<file path="config.mk">
export PLATFORM = sky130hd
export DESIGN_NAME = mem_access_ctrl_flat
export DESIGN_NICKNAME = d
export VERILOG_FILES = /design/src/rtl/mem_access_ctrl_if.sv /design/src/rtl/mem_access_ctrl.sv /design/src/flat_wrapper.sv
export SDC_FILE = /design/constraint.sdc
export NUM_CORES = 1
export LEC_CHECK = 0
export CAP_MARGIN = 20
export CORE_MARGIN = 3
export CORE_UTILIZATION = 50
export DETAILED_ROUTE_END_ITERATION = 10
export PLACE_DENSITY = 0.8
export SETUP_SLACK_MARGIN = 0.2
export SLEW_MARGIN = 30
export SYNTH_ARGS = -nofsm -noshare
export SYNTH_HDL_FRONTEND = slang
export SYNTH_SLANG_ARGS = --single-unit
</file>
<file path="constraint.sdc">
create_clock -name clk_i -period 6.7 [get_ports clk_i]
set_input_delay 1.675 -clock clk_i [delete_from_list [all_inputs] [get_ports clk_i]]
set_output_delay 1.675 -clock clk_i [all_outputs]
set_load 0.005 [all_outputs]
</file>
<file path="src/rtl/mem_access_ctrl_if.sv">
// RAM-side MOV/MOC bus between the access controller (master) and the 512-byte RAM (slave).
interface mem_access_ctrl_if;
  logic        mov;
  logic        read_write;
  logic [31:0] address;
  logic [31:0] mem_data_in;
  logic [1:0]  datatype;
  logic        moc;
  logic [31:0] mem_data_out;

  modport master (
    output mov,
    output read_write,
    output address,
    output mem_data_in,
    output datatype,
    input  moc,
    input  mem_data_out
  );

  modport slave (
    input  mov,
    input  read_write,
    input  address,
    input  mem_data_in,
    input  datatype,
    output moc,
    output mem_data_out
  );
endinterface

</file>
<file path="src/rtl/mem_access_ctrl.sv">
// Memory access controller: CPU-side initiator of the MOV/MOC handshake to the RAM.
// Takes one load/store at a time, splits doublewords into two big-endian word accesses,
// sign/zero-extends load data and rejects misaligned or out-of-range requests.
// Optional feature: define MEM_TIMEOUT_EN to abort an ACCESS that never sees MOC.
module mem_access_ctrl #(
  parameter int unsigned MEM_BYTES   = 512
`ifdef MEM_TIMEOUT_EN
  ,
  parameter int unsigned TIMEOUT_CYC = 255
`endif
) (
  input  logic        clk_i,
  input  logic        reset_i,
  input  logic        req_i,
  input  logic        rw_i,
  input  logic [1:0]  size_i,
  input  logic        signed_ld_i,
  input  logic [31:0] addr_i,
  input  logic [63:0] wdata_i,
  output logic        busy_o,
  output logic        done_o,
  output logic        err_o,
  output logic [63:0] rdata_o,
  mem_access_ctrl_if.master mem_if
);

  typedef enum logic [1:0] {StIdle, StSetup, StAccess, StDone} state_e;

  localparam logic [1:0] SizeDword = 2'b11;
  localparam logic [1:0] SizeWord  = 2'b10;

  state_e      state_q, state_d;
  logic        rw_q, rw_d;
  logic [1:0]  size_q, size_d;
  logic        signed_q, signed_d;
  logic [31:0] addr_q, addr_d;
  logic [63:0] wdata_q, wdata_d;
  logic        half_q, half_d;
  logic        err_q, err_d;
  logic [63:0] rdata_q, rdata_d;
  logic [31:0] first_q, first_d;

  // Bus outputs are registered so they stay stable across SETUP and ACCESS.
  logic        read_write_q, read_write_d;
  logic [31:0] address_q, address_d;
  logic [31:0] mem_data_in_q, mem_data_in_d;
  logic [1:0]  datatype_q, datatype_d;

  logic [3:0]  req_bytes;
  logic [32:0] req_end;
  logic        misaligned;
  logic        out_of_range;
  logic        timeout_hit;

  // Extend a 1/2/4-byte RAM read to 64 bits.
  function automatic logic [63:0] load_extend(input logic [1:0]  size,
                                              input logic        sgn,
                                              input logic [31:0] data);
    logic [63:0] res;
    res = '0;
    case (size)
      2'b00:   res = {{56{sgn & data[7]}}, data[7:0]};
      2'b01:   res = {{48{sgn & data[15]}}, data[15:0]};
      default: res = {{32{sgn & data[31]}}, data};
    endcase
    return res;
  endfunction

  // Alignment and range checks on the incoming request.
  always_comb begin
    req_bytes    = 4'd1 << size_i;
    req_end      = {1'b0, addr_i} + 33'(req_bytes);
    out_of_range = req_end > 33'(MEM_BYTES);
    misaligned   = 1'b0;
    case (size_i)
      2'b00:   misaligned = 1'b0;
      2'b01:   misaligned = addr_i[0];
      2'b10:   misaligned = |addr_i[1:0];
      default: misaligned = |addr_i[2:0];
    endcase
  end

`ifdef MEM_TIMEOUT_EN
  localparam int unsigned TmoW = (TIMEOUT_CYC < 2) ? 1 : $clog2(TIMEOUT_CYC);

  logic [TmoW-1:0] tmo_q, tmo_d;

  // Counts ACCESS cycles without MOC; restarts on every ACCESS entry.
  always_comb begin
    tmo_d       = tmo_q;
    timeout_hit = (state_q == StAccess) && !mem_if.moc &&
                  (tmo_q == TmoW'(TIMEOUT_CYC - 1));
    if (state_q == StSetup) begin
      tmo_d = '0;
    end else if (state_q == StAccess && !mem_if.moc) begin
      tmo_d = tmo_q + 1'b1;
    end
  end

  // Timeout counter register.
  always_ff @(posedge clk_i) begin
    if (reset_i) begin
      tmo_q <= '0;
    end else begin
      tmo_q <= tmo_d;
    end
  end
`else
  assign timeout_hit = 1'b0;
`endif

  // Next-state, request latching and load-data capture.
  always_comb begin
    state_d       = state_q;
    rw_d          = rw_q;
    size_d        = size_q;
    signed_d      = signed_q;
    addr_d        = addr_q;
    wdata_d       = wdata_q;
    half_d        = half_q;
    err_d         = err_q;
    rdata_d       = rdata_q;
    first_d       = first_q;
    read_write_d  = read_write_q;
    address_d     = address_q;
    mem_data_in_d = mem_data_in_q;
    datatype_d    = datatype_q;

    unique case (state_q)
      StIdle: begin
        if (req_i) begin
          rw_d     = rw_i;
          size_d   = size_i;
          signed_d = signed_ld_i;
          addr_d   = addr_i;
          wdata_d  = wdata_i;
          half_d   = 1'b0;
          if (misaligned || out_of_range) begin
            // Rejected requests never touch the bus.
            err_d   = 1'b1;
            state_d = StDone;
          end else begin
            err_d         = 1'b0;
            read_write_d  = rw_i;
            address_d     = addr_i;
            datatype_d    = (size_i == SizeDword) ? SizeWord : size_i;
            mem_data_in_d = (size_i == SizeDword) ? wdata_i[63:32] : wdata_i[31:0];
            state_d       = StSetup;
          end
        end
      end

      StSetup: begin
        state_d = StAccess;
      end

      StAccess: begin
        if (mem_if.moc) begin
          if (rw_q) begin
            if (size_q == SizeDword) begin
              if (!half_q) begin
                first_d = mem_if.mem_data_out;
              end else begin
                rdata_d = {first_q, mem_if.mem_data_out};
              end
            end else begin
              rdata_d = load_extend(size_q, signed_q, mem_if.mem_data_out);
            end
          end
          if (size_q == SizeDword && !half_q) begin
            // Second word: going back through SETUP drops MOV for a cycle so the RAM
            // re-clears MOC before the next access.
            half_d        = 1'b1;
            address_d     = addr_q + 32'd4;
            mem_data_in_d = wdata_q[31:0];
            state_d       = StSetup;
          end else begin
            state_d = StDone;
          end
        end else if (timeout_hit) begin
          err_d   = 1'b1;
          state_d = StDone;
        end
      end

      StDone: begin
        state_d = StIdle;
      end

      default: begin
        state_d = StIdle;
      end
    endcase
  end

  // State and datapath registers.
  always_ff @(posedge clk_i) begin
    if (reset_i) begin
      state_q       <= StIdle;
      rw_q          <= 1'b0;
      size_q        <= 2'b00;
      signed_q      <= 1'b0;
      addr_q        <= '0;
      wdata_q       <= '0;
      half_q        <= 1'b0;
      err_q         <= 1'b0;
      rdata_q       <= '0;
      first_q       <= '0;
      read_write_q  <= 1'b0;
      address_q     <= '0;
      mem_data_in_q <= '0;
      datatype_q    <= 2'b00;
    end else begin
      state_q       <= state_d;
      rw_q          <= rw_d;
      size_q        <= size_d;
      signed_q      <= signed_d;
      addr_q        <= addr_d;
      wdata_q       <= wdata_d;
      half_q        <= half_d;
      err_q         <= err_d;
      rdata_q       <= rdata_d;
      first_q       <= first_d;
      read_write_q  <= read_write_d;
      address_q     <= address_d;
      mem_data_in_q <= mem_data_in_d;
      datatype_q    <= datatype_d;
    end
  end

  // Outputs decoded from the current state.
  always_comb begin
    busy_o             = (state_q != StIdle);
    done_o             = (state_q == StDone);
    err_o              = (state_q == StDone) && err_q;
    rdata_o            = rdata_q;
    mem_if.mov         = (state_q == StAccess);
    mem_if.read_write  = read_write_q;
    mem_if.address     = address_q;
    mem_if.mem_data_in = mem_data_in_q;
    mem_if.datatype    = datatype_q;
  end

endmodule
</file>
<file path="src/flat_wrapper.sv">
// flat-port wrapper written by rule: the top's interface ports become plain ports
module mem_access_ctrl_flat 
#(
  parameter int unsigned MEM_BYTES   = 512

)
  (clk_i, reset_i, req_i, rw_i, size_i, signed_ld_i, addr_i, wdata_i, busy_o, done_o, err_o, rdata_o, mem_if_mov, mem_if_read_write, mem_if_address, mem_if_mem_data_in, mem_if_datatype, mem_if_moc, mem_if_mem_data_out);
  mem_access_ctrl_if mem_if_i ();
  input  logic clk_i;
  input  logic reset_i;
  input  logic req_i;
  input  logic rw_i;
  input  logic [1:0] size_i;
  input  logic signed_ld_i;
  input  logic [31:0] addr_i;
  input  logic [63:0] wdata_i;
  output logic busy_o;
  output logic done_o;
  output logic err_o;
  output logic [63:0] rdata_o;
  output wire logic [$bits(mem_if_i.mov)-1:0] mem_if_mov;
  output wire logic [$bits(mem_if_i.read_write)-1:0] mem_if_read_write;
  output wire logic [$bits(mem_if_i.address)-1:0] mem_if_address;
  output wire logic [$bits(mem_if_i.mem_data_in)-1:0] mem_if_mem_data_in;
  output wire logic [$bits(mem_if_i.datatype)-1:0] mem_if_datatype;
  input wire logic [$bits(mem_if_i.moc)-1:0] mem_if_moc;
  input wire logic [$bits(mem_if_i.mem_data_out)-1:0] mem_if_mem_data_out;
  assign mem_if_mov = mem_if_i.mov;
  assign mem_if_read_write = mem_if_i.read_write;
  assign mem_if_address = mem_if_i.address;
  assign mem_if_mem_data_in = mem_if_i.mem_data_in;
  assign mem_if_datatype = mem_if_i.datatype;
  assign mem_if_i.moc = mem_if_moc;
  assign mem_if_i.mem_data_out = mem_if_mem_data_out;
  mem_access_ctrl #(.MEM_BYTES(MEM_BYTES)) u_core (.clk_i(clk_i), .reset_i(reset_i), .req_i(req_i), .rw_i(rw_i), .size_i(size_i), .signed_ld_i(signed_ld_i), .addr_i(addr_i), .wdata_i(wdata_i), .busy_o(busy_o), .done_o(done_o), .err_o(err_o), .rdata_o(rdata_o), .mem_if(mem_if_i));
endmodule
</file>
==> out/results.ini, run 1 <==
[route]
avgRoutedWirePerCell_um=17.44
vias=11360
drt_iter0_drc=781
via_per_inst=5.762
ant_nets=0
wl_um=34370
drtPass1Iterations=5
drc=0

[worst_setup_path]
critical_path.max_fanout=82
critPathLaunchType=input port
crit_chain=clkdlybuf4s50_1, and2b_1, ha_1, a211o_1, a31oi_4, nor3_4, or4_1, a32o_1, or4_4, nor3_4, buf_12, o221a_2, nor3_2
cp_num_buf_inv=2
worstSetupPathType=input port to register
cpMostUsedCell=nor3_4
crit_required_ps=7070
r2r_slack_ps=3010
r2r_cells=10
endpoint_kind=register
path_delay_family=simple AND/OR/NAND/NOR gates
cp_slowest_stage_delay_ps=610
arrival_ps=5690
cp_slowest_cell=clkdlybuf4s50_1
timing.rr.end=u_core.rdata_o[10]
r2r_start=u_core.state_q[0]

[logic_synthesis]
seq_area_frac_synth=0.4137
synthArstFlopShare=0
ys.flop_type=dfxtp_1
synth_edf_count=0
synthesis.nets=1637
ys_seq_elements=235
syn_area_mm2=0.01137
synth_xor_area_frac=0.02542
synthCells=1495
syn_area_per_cell_um2=7.606
ys_types=69
synth_compound_area_frac=0.2398
synthSimpleGateAreaFrac=0.2241
synth_top_family_by_area=compound AO/OA/AOI/OAI gates
synth_mux_area_frac=0.006382
synth_fa_ha_area_frac=0.007262
yosys_warnings=0

[timing]
relSlewSlack=0.4016
slew_violations=0
period_needed_ps=5323
hold_slack_ps=452.9
grt_setup_unrepaired=false
max_freq_mhz=187.9
finalHoldViolations=0
tns_ps=0
report.final.setup_viol=0
worst-slew-pin-transition_ps=896.4
skew_ps=10.57
period_share=0.7944

[global_routing]
grt_pass1_wl_um=53910
grt_pass1_vias=10530
overflow=0
grt_usage=0.2632
grt_max_degree=156
antenna_found_initial=0

[power]
ir_worst_vdd_mv=0.1631
comb_power_share=0.131
power_leakage_nw=5.140
power.density_mw_per_mm2=222.4
netSwitchingPower_mw=0.8421
clkPwrFrac=0.419
power.internal_mw=2.445
power_frac_seq=0.449
p_sw_frac=0.2562

[final_layout]
drive_gt1_frac=0.05092
final_cells=1971
fillers=1901
final_area_mm2=0.01478
syn2layout_area_growth_pct=29.96
fin_nets=1814

[placed_design]
io_buffer_count=270
gp_congestion=0.8268
dp_hpwl_um=22320
place_area_mm2=0.01392
place_inst=1924

[clocking]
post_cts_buffers=0
cts_hold_buf=0
ctsResizeCount=0
path_clk_slew_ps=50
clk_latency_ps=510
clock_sinks=235
cts_tree=done
cts_made_buffers=25
h-tree-depth=1
max-clock-path-buffers=3
cts-root-buf=clkbuf_16

[floorplan]
ios=271
die_x_um=156.8
fp.dieArea_mm2=0.02459
rows=54
die_y_um=156.8
start_util=0.5147
core_mm2=0.02209

[outcome]
outcome=finished, final reports clean

[min_path]
worst_hold_startpoint=u_core.wdata_q[28]
min_to=u_core.wdata_q[28]
holdPathStages=2
hold_class=register to register

[flow_run]
drv_cap=0

sequential cells by signal (all words and copies together), names as in the netlist:
signal,flops
u_core.mem_if.mem_data_in,32
u_core.first_q,32
u_core.mem_if.read_write,1
u_core.addr_q,32
u_core.wdata_q,32
u_core.rdata_o,64
u_core.mem_if.datatype,2
u_core.signed_q,1
u_core.err_q,1
u_core.rw_q,1
u_core.state_q,2
u_core.size_q,2
u_core.mem_if.address,32
u_core.half_q,1
cells by family (layout without fill, tap and decap cells):
logic type,after synthesis,after routing
and+or+nand+nor,580,580
DFF,235,235
other,0,2
buffers and inverters,212,406
AOI/OAI and AO/OA,422,422
muxes,7,7
xor gates and xnor gates,33,33
adders and majority gates,6,6
worst register-to-register path, delay by kind of cell (launching register included):
kind | cells | cell delay [ps]
buf+inv | 4 | 1540
simple gates | 4 | 1030
compound gates | 2 | 630
flops | 1 | 360
power groups by stage:
stage | registers, mW | clock network, mW | logic (mW)
after floorplan | 1.50 | 0 | 0.250
after global placement | 1.50 | 0 | 0.418
after detailed placement | 1.51 | 0 | 0.424
after CTS | 1.48 | 1.40 | 0.428
after global routing | 1.48 | 1.45 | 0.475
final | 1.48 | 1.38 | 0.432
per-stage QoR:
stage                 util  power [mW]  setup slack (ps)
floorplan                -       1.746              1969
global placement    0.6300       1.922              1075
detailed placement  0.6303       1.931             914.1
CTS                 0.6674       3.300              1424
global route        0.6686       3.410              1175
finish              0.6689       3.287              1377
per-layer routing:
| metal | track usage | share of wire |
|---|---|---|
| met4 | 0.07878 | 0.026 |
| met2 | 0.4487 | 0.49 |
| met1 | 0.3455 | 0.42 |
| met3 | 0.03927 | 0.067 |
| met5 | 0 | 0 |
placed cells by master, fill, tap and decap left out, types with 6 or more instances in the layout:
master / netlist / layout
a211oi_1: 53 / 53
a311oi_1: 37 / 37
and3_1: 11 / 11
buf_4: 3 / 15
clkbuf_1: 103 / 6
dfxtp_1: 235 / 235
inv_1: 75 / 75
xnor2_1: 15 / 15
nand2_1: 309 / 307
nand3_1: 14 / 14
o21ai_1: 41 / 40
o41ai_1: 58 / 58
nand4_1: 19 / 19
xor2_1: 18 / 18
nor2_1: 131 / 130
clkdlybuf4s50_1: 0 / 269
a21oi_1: 171 / 171
clkbuf_16: 0 / 25
nor3_1: 44 / 42
clkbuf_8: 0 / 10
o21ai_0: 32 / 32
cell type report:
class	count	area, um2	share of cell area
Multi-Input combinational cell	1048	5749	0.3890
Antenna cell	2	5.005	0.0003387
Clock buffer	40	772.0	0.05224
Tap cell	280	350.3	0.02371
Inverter	75	281.5	0.01905
Clock inverter	4	48.80	0.003302
Sequential cell	235	4705	0.3183
Timing Repair Buffer	287	2867	0.1940
synth_stat cells, types with 4 or more instances:
library cell	count	share of area
inv_1	75	0.025
xnor2_1	15	0.012
ha_1	5	0.0055
or2_2	4	0.0022
o21ai_1	41	0.018
buf_2	9	0.0040
buf_12	5	0.0088
and2_1	5	0.0028
nor4_1	5	0.0028
dfxtp_1	235	0.41
or4_1	4	0.0026
buf_1	9	0.0030
xor2_1	18	0.014
mux2i_1	5	0.0044
a31oi_1	4	0.0022
a21oi_1	171	0.075
and4_1	5	0.0039
nand4_1	19	0.010
o21ai_0	32	0.014
nand3_1	14	0.0062
a211oi_1	53	0.035
clkbuf_1	103	0.034
buf_6	6	0.0059
nor2_1	131	0.043
o41ai_1	58	0.045
nand2_1	309	0.10
and3_1	11	0.0061
a311oi_1	37	0.028
or3_1	5	0.0028
nor3_1	44	0.019
worst max path at each step:
stage	startpoint	endpoint	cells after the start
global route	size_i[1]	u_core.mem_if.mem_data_in[22]	14
CTS	size_i[1]	u_core.mem_if.mem_data_in[22]	13
finish	size_i[1]	u_core.mem_if.address[2]	13
floorplan	size_i[0]	u_core.mem_if.address[1]	14
global placement	size_i[1]	u_core.mem_if.address[2]	13
detailed placement	size_i[1]	u_core.mem_if.mem_data_in[22]	13
(Power assumes the default switching activity.)
==> inputs of run 2 (changes only) <==
==> constraint.sdc (replaced) <==
create_clock -name clk_i -period 5.58 [get_ports clk_i]
set_input_delay 1.395 -clock clk_i [delete_from_list [all_inputs] [get_ports clk_i]]
set_output_delay 1.395 -clock clk_i [all_outputs]
set_load 0.005 [all_outputs]
==> run 2 against run 1 <==
Sequential share of layout area is 0.38 points lower. Sequential power is 20% higher. Power up 25%. Non-clock buffer count is 6 higher. Clock skew is 5.4 ps higher. Register-to-register slack lost 290 ps. Worst hold slack improved by 1.5 ps. Count of clock-buffer cells in the layout decreased by 1. Routed wire length up 2.0%. Highest routed layer unchanged.
==> out/results.ini, run 2 (same netlist as run 1, synthesis figures left out) <==
[global_routing]
antenna_found_initial=1
grt_pass1_vias=10730
grt_usage=0.2697
overflow=0
grt_pass1_wl_um=54880
grt_max_degree=137

[worst_setup_path]
r2r_slack_ps=2720
endpoint_kind=register
r2r_cells=7
startpoint=size_i[1]
timing.rr.end=u_core.first_q[12]
critPathLaunchType=input port
crit_required_ps=6000
crit_end=u_core.mem_if.mem_data_in[26]
arrival_ps=5420
r2r_start=u_core.size_q[1]
critical_path.max_fanout=41
worstSetupPathType=input port to register

[power]
netSwitchingPower_mw=1.057
clkPwrFrac=0.441
power_frac_seq=0.431
power.density_mw_per_mm2=275.2
power.internal_mw=3.058
power_leakage_nw=5.229
comb_power_share=0.128
ir_worst_vdd_mv=0.2922
p_sw_frac=0.2568

[clocking]
cts_made_buffers=27
cts-root-buf=clkbuf_16
max-clock-path-buffers=3
clock_sinks=235
clk_latency_ps=530
path_clk_slew_ps=60
cts_tree=done
post_cts_buffers=0
cts_hold_buf=0
h-tree-depth=1
ctsResizeCount=0

[final_layout]
seqCellArea_mm2=0.004705
fillers=1889
final_util=0.6769
syn2layout_area_growth_pct=31.51
multi_input_area_mm2=0.005751
final_cell_mix=nand2_1 (307), clkdlybuf4s50_1 (269), dfxtp_1 (235)
fin_nets=1822
largest_reg_flops=64
layout_commonest_cell=nand2_1
drive_gt1_frac=0.06000
final_cells=1983

[route]
via_per_inst=5.806
avgRoutedWirePerCell_um=17.67
drtPass1Iterations=5
wl_um=35040
drc=0
ant_nets=0
drt_iter0_drc=805
vias=11510

[placed_design]
dp_hpwl_um=22940
io_buffer_count=270
gp_congestion=0.8717
place_inst=1931

[timing]
skew_ps=15.98
grt_setup_unrepaired=false
finalHoldViolations=0
period_needed_ps=5007
report.final.setup_viol=0
hold_slack_ps=454.4
relSlewSlack=0.3762
tns_ps=0
max_freq_mhz=199.7
worst-slew-pin-transition_ps=934.5
period_share=0.8973
slew_violations=0

[flow_run]
drv_cap=0

[floorplan]
core_mm2=0.02209
fp.dieArea_mm2=0.02459
rows=54
die_x_um=156.8
ios=271
start_util=0.5147
die_y_um=156.8

[min_path]
hold_class=register to register

[outcome]
outcome=finished, final reports clean

[run 2: cell type report]
type                    count  area share
clock inverters            10    0.007112
inverters                  75     0.01883
flip-flops and latches    235      0.3146
multi-input cells        1048      0.3845
diodes                      3   0.0005020
clock buffers              39     0.05489
repair buffers            293      0.1961
well taps                 280     0.02343
[run 2: worst max-delay path, cell delays in order]
cell	delay, ps
clkdlybuf4s50_1	600
and2b_1	250
ha_1	280
a211o_1	360
a31oi_4	360
nor3_4	90
or4_1	420
a32o_1	220
or4_4	430
nor3_4	310
buf_12	240
buf_12	230
o21ai_0	110
o41ai_1	100
[run 2: worst min-delay path by stage]
| stage | start | endpoint | depth (start not counted) | slack (ps) |
|---|---|---|---|---|
| after detailed placement | u_core.rdata_o[3] | u_core.rdata_o[3] | 2 | 450 |
| after global routing | u_core.wdata_q[8] | u_core.wdata_q[8] | 2 | 470 |
| after CTS | u_core.rdata_o[3] | u_core.rdata_o[3] | 2 | 450 |
| after global placement | u_core.wdata_q[4] | u_core.wdata_q[4] | 2 | 440 |
| after floorplan | u_core.addr_q[0] | u_core.addr_q[0] | 2 | 440 |
| final | u_core.first_q[0] | u_core.first_q[0] | 2 | 450 |
[run 2: stage by stage]
stage,setup slack [ps],power (mW),cell area [um2]
global route,368.2,4.276,14950
finish,573.1,4.115,14950
floorplan,1129,2.096,11370
global placement,194.9,2.312,14000
CTS,618.7,4.137,14950
detailed placement,96.21,2.326,14020
[run 2: per-layer routing]
layer	GRT usage	vias up	part of all wire
li1	-	5596	-
met1	0.3457	5383	0.41
met2	0.4556	438	0.48
met3	0.03899	96	0.066
met4	0.1109	0	0.041
met5	0	-	0
[run 2: power by group through the flow]
stage / clock (mW) / sequential [mW] / combinational (mW)
floorplan: 0 / 1.80 / 0.300
global placement: 0 / 1.81 / 0.507
detailed placement: 0 / 1.81 / 0.517
CTS: 1.84 / 1.77 / 0.521
global route: 1.92 / 1.78 / 0.575
finish: 1.82 / 1.77 / 0.525
==> inputs of run 3 (changes only) <==
--- a/config.mk
+++ b/config.mk
@@ -6,8 +6,10 @@
 export NUM_CORES = 1
 export LEC_CHECK = 0
 export CAP_MARGIN = 20
+export CORE_ASPECT_RATIO = 0.5
 export CORE_MARGIN = 3
 export CORE_UTILIZATION = 50
+export CTS_CLUSTER_DIAMETER = 80
 export DETAILED_ROUTE_END_ITERATION = 10
 export PLACE_DENSITY = 0.8
 export SETUP_SLACK_MARGIN = 0.2
==> run 3 against run 2 <==
Combinational power about the same. Via count is 0.26% lower. Highest routed layer unchanged. Sequential cell count unchanged.
==> out/results.ini, run 3 (same netlist as run 1, synthesis figures left out) <==
[min_path]
holdPathStages=2
worst_hold_startpoint=u_core.first_q[15]
hold_class=register to register
min_to=u_core.first_q[15]

[final_layout]
final_util=0.6681
fillers=1825
largest_reg_flops=64
final_cell_mix=nand2_1 (307), clkdlybuf4s50_1 (269), dfxtp_1 (235)
fin_nets=1815
drive_gt1_frac=0.05151
layout_commonest_cell=nand2_1
seqCellArea_mm2=0.004705
syn2layout_area_growth_pct=29.34
multi_input_area_mm2=0.005751

[clocking]
clock_sinks=235
path_clk_slew_ps=70
cts_tree=done
cts_made_buffers=22
max-clock-path-buffers=3
cts-root-buf=clkbuf_16
ctsResizeCount=0
clk_latency_ps=510
h-tree-depth=1
post_cts_buffers=0
cts_hold_buf=0

[power]
ir_worst_vdd_mv=0.1756
netSwitchingPower_mw=1.024
comb_power_share=0.139
power_frac_seq=0.472
power.density_mw_per_mm2=255.2
power.total_mw=3.753
clkPwrFrac=0.389
p_sw_frac=0.2730
power.internal_mw=2.729
power_leakage_nw=5.076

[global_routing]
grt_pass1_vias=11020
grt_pass1_wl_um=55390
use_met2=0.4558
use_met3=0.03516
antenna_found_initial=1
grt_max_degree=158
grt_usage=0.2683
grt_use_met1=0.3475
overflow=0
top_usage_layer=met2

[timing]
relSlewSlack=0.3747
slew_violations=0
skew_ps=12.51
report.final.setup_viol=0
grt_setup_unrepaired=false
period_share=0.8851
tns_ps=0
worst-slew-pin-transition_ps=937.9
max_freq_mhz=202.5
hold_slack_ps=456.3
period_needed_ps=4939
finalHoldViolations=0

[route]
drt_iter0_drc=1066
ant_nets=0
via_per_inst=5.767
drc=0
drtPass1Iterations=6
vias=11480
wl_um=34470
avgRoutedWirePerCell_um=17.31

[floorplan]
ios=271
die_y_um=112.6
core_mm2=0.02201
die_x_um=219.3
start_util=0.5165
rows=38
fp.dieArea_mm2=0.02470

[worst_setup_path]
critPathLaunchType=input port
r2r_cells=9
timing.rr.end=u_core.rdata_o[11]
crit_required_ps=5970
critical_path.max_fanout=69
endpoint_kind=register
r2r_start=u_core.state_q[0]
arrival_ps=5330
r2r_slack_ps=2430
worstSetupPathType=input port to register

[outcome]
outcome=finished, final reports clean

[placed_design]
dp_hpwl_um=23010
gp_congestion=0.9778
io_buffer_count=270

[flow_run]
drv_cap=0

## run 3: changes by cell type in the layout (fill, tap and decap cells not counted)
cell and delta:
bufinv_16 -2, clkinv_8 +1, buf_6 -1, clkbuf_1 +4, clkinvlp_4 +1, buf_8 +1
clkinv_2 -3, clkbuf_16 -5, clkinv_4 +2, diode_2 -1, buf_12 -1, clkinv_1 +1
inv_1 -1, clkbuf_8 -8
## run 3: layer usage
metal  share of wire  wire length, um  up-vias
met1            0.43            14810     5393
met3           0.062             2126       81
met2            0.48            16430      443
met4           0.032             1097        0
li1                -                -     5566
met5               0                0        -
## run 3: through the flow
step	worst slack, ps	std cells	instance area, um2
detailed placement	184.1	1949	14010
floorplan	1129	1495	11370
finish	641.2	1991	14710
global placement	293.7	1949	14010
CTS	684.7	1989	14700
global route	331.5	1990	14700
## run 3: worst max path at each step
stage / from / endpoint / slack, ps
after floorplan: size_i[0] / u_core.mem_if.address[1] / 1130
after global placement: size_i[1] / u_core.mem_if.mem_data_in[12] / 290
after detailed placement: size_i[1] / u_core.mem_if.mem_data_in[12] / 180
after CTS: size_i[1] / u_core.mem_if.address[30] / 680
after global routing: size_i[1] / u_core.mem_if.mem_data_in[11] / 330
final: size_i[1] / u_core.mem_if.address[30] / 640
## run 3: area by class of cell
| cell class | instances | area share |
|---|---|---|
| tap | 300 | 0.02552 |
| clock buffer | 31 | 0.04177 |
| antenna | 2 | 0.0003403 |
| clock inverter | 9 | 0.004934 |
| inverter | 75 | 0.01914 |
| sequential | 235 | 0.3199 |
| multi-input combinational | 1048 | 0.3910 |
| timing repair buffer | 291 | 0.1974 |
## run 3: worst max-delay path: stages
cell and delay [ps]:
clkdlybuf4s50_1 610, and2b_1 240, ha_1 270, a211o_1 350, a31oi_4 270, buf_4 200
nor3_1 50, nand4b_1 200, a32o_1 290, or4_4 430, nor3_4 250, buf_12 320
buf_12 230, o21ai_1 80, o41ai_1 90
## run 3: power by group through the flow
| stage | clock network (mW) | logic (mW) | registers (mW) |
|---|---|---|---|
| 4_1_cts | 1.48 | 0.518 | 1.77 |
| 2_1_floorplan | 0 | 0.300 | 1.80 |
| 3_5_place_dp | 0 | 0.514 | 1.81 |
| 6_report | 1.46 | 0.523 | 1.77 |
| 5_1_grt | 1.54 | 0.572 | 1.78 |
| 3_3_place_gp | 0 | 0.505 | 1.80 |
